[config.mk]
export PLATFORM = sky130hd
export DESIGN_NAME = fft8_sequencer
export DESIGN_NICKNAME = d
export VERILOG_FILES = /design/src/rtl/fft8_sequencer.sv
export SDC_FILE = /design/constraint.sdc
export NUM_CORES = 1
export LEC_CHECK = 0
export ABC_AREA = 0
export BUFFER_PORTS_ARGS = -buffer_cell sky130_fd_sc_hd__buf_2
export CORE_MARGIN = 1
export CORE_UTILIZATION = 33
export DETAILED_ROUTE_END_ITERATION = 10
export HOLD_SLACK_MARGIN = 0.1
export PLACE_DENSITY = 0.48
export REMOVE_ABC_BUFFERS = 1
export SYNTH_ARGS = -nofsm -noshare
export SYNTH_HDL_FRONTEND = slang
export SYNTH_SLANG_ARGS = --single-unit
[constraint.sdc]
create_clock -name clk -period 3.35 [get_ports clk]
set_input_delay 0.67 -clock clk [delete_from_list [all_inputs] [get_ports clk]]
set_output_delay 0.67 -clock clk [all_outputs]
set_load 0.02 [all_outputs]
[src/rtl/fft8_sequencer.sv]
// Control sequencer for an 8-point radix-2 DIT FFT engine.
// Walks 3 stages x 4 butterflies over an in-place 8-word RAM, issuing dual
// read addresses with a twiddle index, then the matching write-back
// addresses BF_LATENCY cycles later. Drains between stages so a stage never
// reads a word before the previous stage has written it back.
module fft8_sequencer #(
  parameter int BF_LATENCY = 2
) (
  input  logic       clk,
  input  logic       rst,
  input  logic       start,
  output logic       busy,
  output logic       done,
  output logic       rd_en,
  output logic [2:0] rd_addr_a,
  output logic [2:0] rd_addr_b,
  output logic [2:0] twid_index,
  output logic       wr_en,
  output logic [2:0] wr_addr_a,
  output logic [2:0] wr_addr_b,
  output logic [1:0] stage
);

  typedef enum logic [1:0] {IDLE, ISSUE, DRAIN, DONE} state_t;

  state_t     state_q, state_d;
  logic [1:0] stg_q, stg_d;
  logic [1:0] k_q, k_d;
  logic [3:0] cnt_q, cnt_d;

  logic       busy_q, done_q, rd_en_q;
  logic [2:0] rd_a_q, rd_b_q, tw_q;
  logic [1:0] stage_out_q;

  logic [BF_LATENCY-1:0] dly_en_q;
  logic [2:0]            dly_a_q [BF_LATENCY];
  logic [2:0]            dly_b_q [BF_LATENCY];

  logic       issue_c;
  logic [2:0] span_c, pos_c, grp_c, grp_sh_c, addr_a_c, addr_b_c, twid_c;
  logic [1:0] tw_sh_c;

  // Control state register.
  always_ff @(posedge clk or posedge rst) begin
    if (rst) begin
      state_q <= IDLE;
      stg_q   <= 2'd0;
      k_q     <= 2'd0;
      cnt_q   <= 4'd0;
    end else begin
      state_q <= state_d;
      stg_q   <= stg_d;
      k_q     <= k_d;
      cnt_q   <= cnt_d;
    end
  end

  // Next-state logic: issue 4 butterflies, drain the pipeline, next stage.
  always_comb begin
    state_d = state_q;
    stg_d   = stg_q;
    k_d     = k_q;
    cnt_d   = cnt_q;
    unique case (state_q)
      IDLE: begin
        if (start) begin
          state_d = ISSUE;
          stg_d   = 2'd0;
          k_d     = 2'd0;
        end
      end
      ISSUE: begin
        k_d = k_q + 2'd1;
        if (k_q == 2'd3) begin
          state_d = DRAIN;
          cnt_d   = 4'(BF_LATENCY);
        end
      end
      DRAIN: begin
        cnt_d = cnt_q - 4'd1;
        if (cnt_q == 4'd1) begin
          if (stg_q == 2'd2) begin
            state_d = DONE;
          end else begin
            state_d = ISSUE;
            stg_d   = stg_q + 2'd1;
            k_d     = 2'd0;
          end
        end
      end
      DONE: begin
        state_d = IDLE;
      end
      default: state_d = IDLE;
    endcase
  end

  // Butterfly address and twiddle generation for (stage, k).
  always_comb begin
    issue_c  = (state_q == ISSUE);
    span_c   = 3'd1 << stg_q;
    pos_c    = {1'b0, k_q} & (span_c - 3'd1);
    grp_c    = {1'b0, k_q} >> stg_q;
    grp_sh_c = {1'b0, stg_q} + 3'd1;
    addr_a_c = (grp_c << grp_sh_c) + pos_c;
    addr_b_c = addr_a_c + span_c;
    tw_sh_c  = 2'd2 - stg_q;
    twid_c   = pos_c << tw_sh_c;
  end

  // Registered issue-side outputs and handshake flags.
  always_ff @(posedge clk or posedge rst) begin
    if (rst) begin
      busy_q      <= 1'b0;
      done_q      <= 1'b0;
      rd_en_q     <= 1'b0;
      rd_a_q      <= 3'd0;
      rd_b_q      <= 3'd0;
      tw_q        <= 3'd0;
      stage_out_q <= 2'd0;
    end else begin
      busy_q      <= (state_q == ISSUE) || (state_q == DRAIN);
      done_q      <= (state_q == DONE);
      rd_en_q     <= issue_c;
      rd_a_q      <= issue_c ? addr_a_c : 3'd0;
      rd_b_q      <= issue_c ? addr_b_c : 3'd0;
      tw_q        <= issue_c ? twid_c : 3'd0;
      stage_out_q <= stg_q;
    end
  end

  // Write-back delay line; reset squashes any butterflies still in flight.
  always_ff @(posedge clk or posedge rst) begin
    if (rst) begin
      dly_en_q <= '0;
      for (int i = 0; i < BF_LATENCY; i++) begin
        dly_a_q[i] <= 3'd0;
        dly_b_q[i] <= 3'd0;
      end
    end else begin
      dly_en_q[0] <= rd_en_q;
      dly_a_q[0]  <= rd_a_q;
      dly_b_q[0]  <= rd_b_q;
      for (int i = 1; i < BF_LATENCY; i++) begin
        dly_en_q[i] <= dly_en_q[i-1];
        dly_a_q[i]  <= dly_a_q[i-1];
        dly_b_q[i]  <= dly_b_q[i-1];
      end
    end
  end

  assign busy       = busy_q;
  assign done       = done_q;
  assign rd_en      = rd_en_q;
  assign rd_addr_a  = rd_a_q;
  assign rd_addr_b  = rd_b_q;
  assign twid_index = tw_q;
  assign stage      = stage_out_q;
  assign wr_en      = dly_en_q[BF_LATENCY-1];
  assign wr_addr_a  = dly_a_q[BF_LATENCY-1];
  assign wr_addr_b  = dly_b_q[BF_LATENCY-1];

endmodule
==> metrics.md <==
| Metric | Value |
|---|---|
| Routed Antenna Nets | `0` |
| Fill count | `500` |
| RSZ-0062 raised after global routing | `false` |
| Post-placement cell count | `220` |
| CTS tree | `built` |
| CP peak stage delay | `0.55 ns` |
| DR iter-0 viols | `19` |
| Hold crit path type | `input port to asynchronous set/reset pin` |
| Post-synth EDFFs | `0` |
| Clk Latency, worst-skew pair | `0.29 ns` |
| Cell at the root of the clock tree | `clkbuf_8` |
| Mapped Cells | `139` |
| CTS resizes | `0` |
| Layout cells sized above 1 | `22.36%` |
| Pwr Density | `916.8 mW/mm^2` |
| Synthesized cell area | `0.001718 mm^2` |
| Critical path arrival | `2.71 ns` |
| Ys Warns | `0` |
| Final core occ | `40.15%` |
| Sw frac | `39.35%` |
| Routed wire length | `2.978 mm` |
| Antenna diode count | `0` |
| Pin count of the biggest net entering global routing | `31` |
| Clock Sinks | `38` |
| Worst R2R End | `rd_addr_b[1]$_DFF_PP0_` |
| Number of post-CTS setup repair buffers | `0` |
| Status | `finished, final reports clean` |
| Asr flop ratio synth | `100.0%` |
| Post-Syn Area per Cell | `12.36 um^2` |
| Sequential Power Share | `39.9%` |
| Total CTS buffers | `5` |
| Met2 usage | `21.21%` |
| Sequential area share after synthesis | `55.35%` |
| CP startpoint | `stg_q[0]$_DFFE_PP0P_` |
| WS Path Type | `flop to flop` |
| CP max-delay cell | `dfrtp_1` |
| Height of the die | `74.15 um` |
| R2R Setup Slk | `0.83 ns` |
| Top Usage Layer GRT | `met2` |
| Most frequent cell on the critical path | `ha_1` |
| Global routing usage on met1 | `15.15%` |
| Chip width | `74.15 um` |
| Peak VDD IR | `291.7 uV` |
| Die Area | `0.005498 mm^2` |
| Hold buffers post-CTS | `0` |
| Overflow after GRT | `0` |
| Mean routed wirelength per cell | `13.06 um` |
| # rows | `25` |
| CP Launch Type | `flop` |
| Vias | `1,081` |
| Final std cells w/o fill | `228` |
| Final Max Slew Viols | `0` |
| Main flop type after synthesis | `dfrtp_1` |
| Pint | `1.090 mW` |
| DRC | `0` |
| Setup TNS | `0 ns` |
| Starting density of the core | `35.21%` |
| Worst-Margin Slew | `0.6876 ns` |
| Vias in the first global route | `1,108` |
| Count of state elements after synthesis | `38` |
| Final hold violations | `0` |
| Max cap viols | `0` |
| Hpwl dp | `2.231 mm` |
| Area Overhead vs Synth | `14.06%` |
| Gate power share | `42.0%` |
| Io pins | `24` |
| Final GP Congestion | `0.8610` |
| Total GRT Usage | `12.70%` |
| DRT Pass-1 Iters | `4` |
| Lkg Pwr | `1.006 nW` |
| Clk buf depth | `2` |
| Switch Pwr | `706.9 uW` |
| Slew Limit Headroom | `53.52%` |
| Initial antenna violation count | `0` |
| Reg2reg start | `stg_q[0]$_DFFE_PP0P_` |
| Required @ worst endpoint | `3.53 ns` |
| M3 GR Usage | `3.659%` |
| Worst-path clk slew | `0.08 ns` |
| Vias per cell | `4.741` |
| Final Net Count | `177` |
| Fin crit share | `75.37%` |
| R2R depth | `8` |
| First-pass GRT wire length | `5.154 mm` |
| CP Capture Type | `flop` |
| CP endpoint | `rd_addr_b[1]$_DFF_PP0_` |
| Min Tclk post-route | `2.525 ns` |
| Crit path max fanout | `12` |
| Worst path cell trace | `inv_1 -> ha_1 -> nor3_1 -> and3_1 -> ha_1 -> fa_1 -> xnor2_1 -> and2_1` |
| Port bufs | `23` |
| Clock skew | `0.007172 ns` |
| Core area | `0.004880 mm^2` |
| FMAX | `396.0 MHz` |
| H-tree levels | `2` |
| Clk pwr share | `18.1%` |
| Post-synthesis cell type count | `38` |
| Setup violators final | `0` |
[worst max-delay path, delay by kind of cell (launching register included)]
family                   cells  cell delay (ns)
adder cells (fa/ha/maj)      3             0.99
AND/OR/NAND/NOR              3             0.58
XOR/XNOR                     1             0.13
buffers and inverters        1             0.18
flip-flops                   1             0.55
[metal layers]
| layer | part of all wire [%] | vias to the layer above |
|---|---|---|
| li1 | - | 514 |
| met1 | 44 | 537 |
| met2 | 49 | 25 |
| met3 | 4.5 | 5 |
| met4 | 1.6 | 0 |
| met5 | 0 | - |
[worst min-delay path by stage]
| stage | startpoint | to | cells after the start |
|---|---|---|---|
| 6_report | rst | state_q[1]$_DFFE_PP0P_ | 2 |
| 2_1_floorplan | dly_en_q[0]$_DFF_PP0_ | dly_en_q[1]$_DFF_PP0_ | 0 |
| 4_1_cts | rst | state_q[1]$_DFFE_PP0P_ | 2 |
| 3_5_place_dp | dly_a_q[3]$_DFF_PP0_ | wr_addr_a[0]$_DFF_PP0_ | 0 |
| 5_1_grt | rst | state_q[1]$_DFFE_PP0P_ | 2 |
| 3_3_place_gp | dly_b_q[5]$_DFF_PP0_ | wr_addr_b[2]$_DFF_PP0_ | 0 |
[cell families (layout without fill, tap and decap cells)]
family,Yosys count,in the layout,synth area share (%)
mux,6,6,3.642
fa+ha+maj,14,14,10.63
flops,38,38,55.35
xor+xnor,5,5,2.549
compound gates,18,18,8.377
buf+inv,20,42,5.681
simple gates,38,38,13.77
[synth_stat cells, types with 2 or more instances]
| cell type | number | area, um^2 |
|---|---|---|
| dfrtp_1 | 38 | 950.9 |
| ha_1 | 13 | 162.7 |
| inv_1 | 10 | 37.54 |
| and2_1 | 6 | 37.54 |
| buf_4 | 6 | 45.04 |
| nand2_1 | 5 | 18.77 |
| nand2b_1 | 5 | 31.28 |
| clkbuf_1 | 4 | 15.01 |
| mux2i_1 | 4 | 40.04 |
| nor2b_1 | 4 | 25.02 |
| o21ai_0 | 4 | 20.02 |
| xnor2_1 | 4 | 35.03 |
| nor3_1 | 3 | 15.01 |
| a21oi_1 | 2 | 10.01 |
| a22o_1 | 2 | 17.52 |
| a41o_1 | 2 | 20.02 |
| and3_1 | 2 | 12.51 |
| nand3_1 | 2 | 10.01 |
| nor3b_1 | 2 | 15.01 |
| nor4b_1 | 2 | 17.52 |
| o211ai_1 | 2 | 15.01 |
[cells in the final DEF, fill, tap and decap left out, drive strengths merged]
| cell type | Yosys | layout |
|---|---|---|
| a211oi | 2 | 2 |
| a21oi | 2 | 2 |
| a221oi | 1 | 1 |
| a22o | 2 | 2 |
| a32oi | 1 | 1 |
| a41o | 2 | 2 |
| and2 | 6 | 6 |
| and3 | 2 | 2 |
| buf | 6 | 24 |
| clkbuf | 4 | 6 |
| clkinv | 0 | 1 |
| clkinvlp | 0 | 1 |
| dfrtp | 38 | 38 |
| fa | 1 | 1 |
| ha | 13 | 13 |
| inv | 10 | 10 |
| mux2 | 2 | 2 |
| mux2i | 4 | 4 |
| nand2 | 5 | 5 |
| nand2b | 5 | 5 |
| nand3 | 2 | 2 |
| nand3b | 1 | 1 |
| nand4 | 1 | 1 |
| nor2 | 1 | 1 |
| nor2b | 4 | 4 |
| nor3 | 3 | 3 |
| nor3b | 2 | 2 |
| nor4 | 1 | 1 |
| nor4b | 2 | 2 |
| o211ai | 2 | 2 |
| o21ai | 4 | 4 |
| o22ai | 1 | 1 |
| o32a | 1 | 1 |
| or2b | 1 | 1 |
| or3b | 1 | 1 |
| or4b | 1 | 1 |
| xnor2 | 4 | 4 |
| xor2 | 1 | 1 |
[state kept, by name, indices dropped and copies added (netlist names)]
name and cells:
dly_b_q 3, done 1, busy 1, dly_en_q 2
wr_addr_a 3, cnt_q 4, state_q 2, k_q 2
rd_addr_b 3, stage 2, stg_q 2, rd_en 1
twid_index 3, dly_a_q 3, wr_addr_b 3, rd_addr_a 3
[per-stage QoR]
stage	worst slack, ns	power [mW]	hold slack [ns]	area (um^2)
after floorplan	1.022	1.277	0.3312	1658
after global placement	0.8984	1.466	0.3322	1864
after detailed placement	0.8192	1.494	0.3450	1864
after CTS	0.8136	1.825	0.3548	1959
after global routing	0.5879	1.958	0.3550	1959
final	0.8250	1.796	0.3360	1959
[power by group through the flow]
stage	combinational [mW]	clock [mW]	sequential [mW]
after global placement	0.750	0	0.717
after floorplan	0.486	0	0.792
after global routing	0.855	0.362	0.741
final	0.754	0.326	0.717
after detailed placement	0.766	0	0.728
after CTS	0.769	0.338	0.719
[cell type report]
class	instances	area, um^2	area share [%]
Clock buffer	6	82.58	4.215
Clock inverter	2	12.51	0.6386
Inverter	10	37.54	1.916
Multi-Input combinational cell	81	669.4	34.16
Sequential cell	38	950.9	48.53
Tap cell	67	83.83	4.278
Timing Repair Buffer	24	122.6	6.258
(Power assumes the default switching activity.)
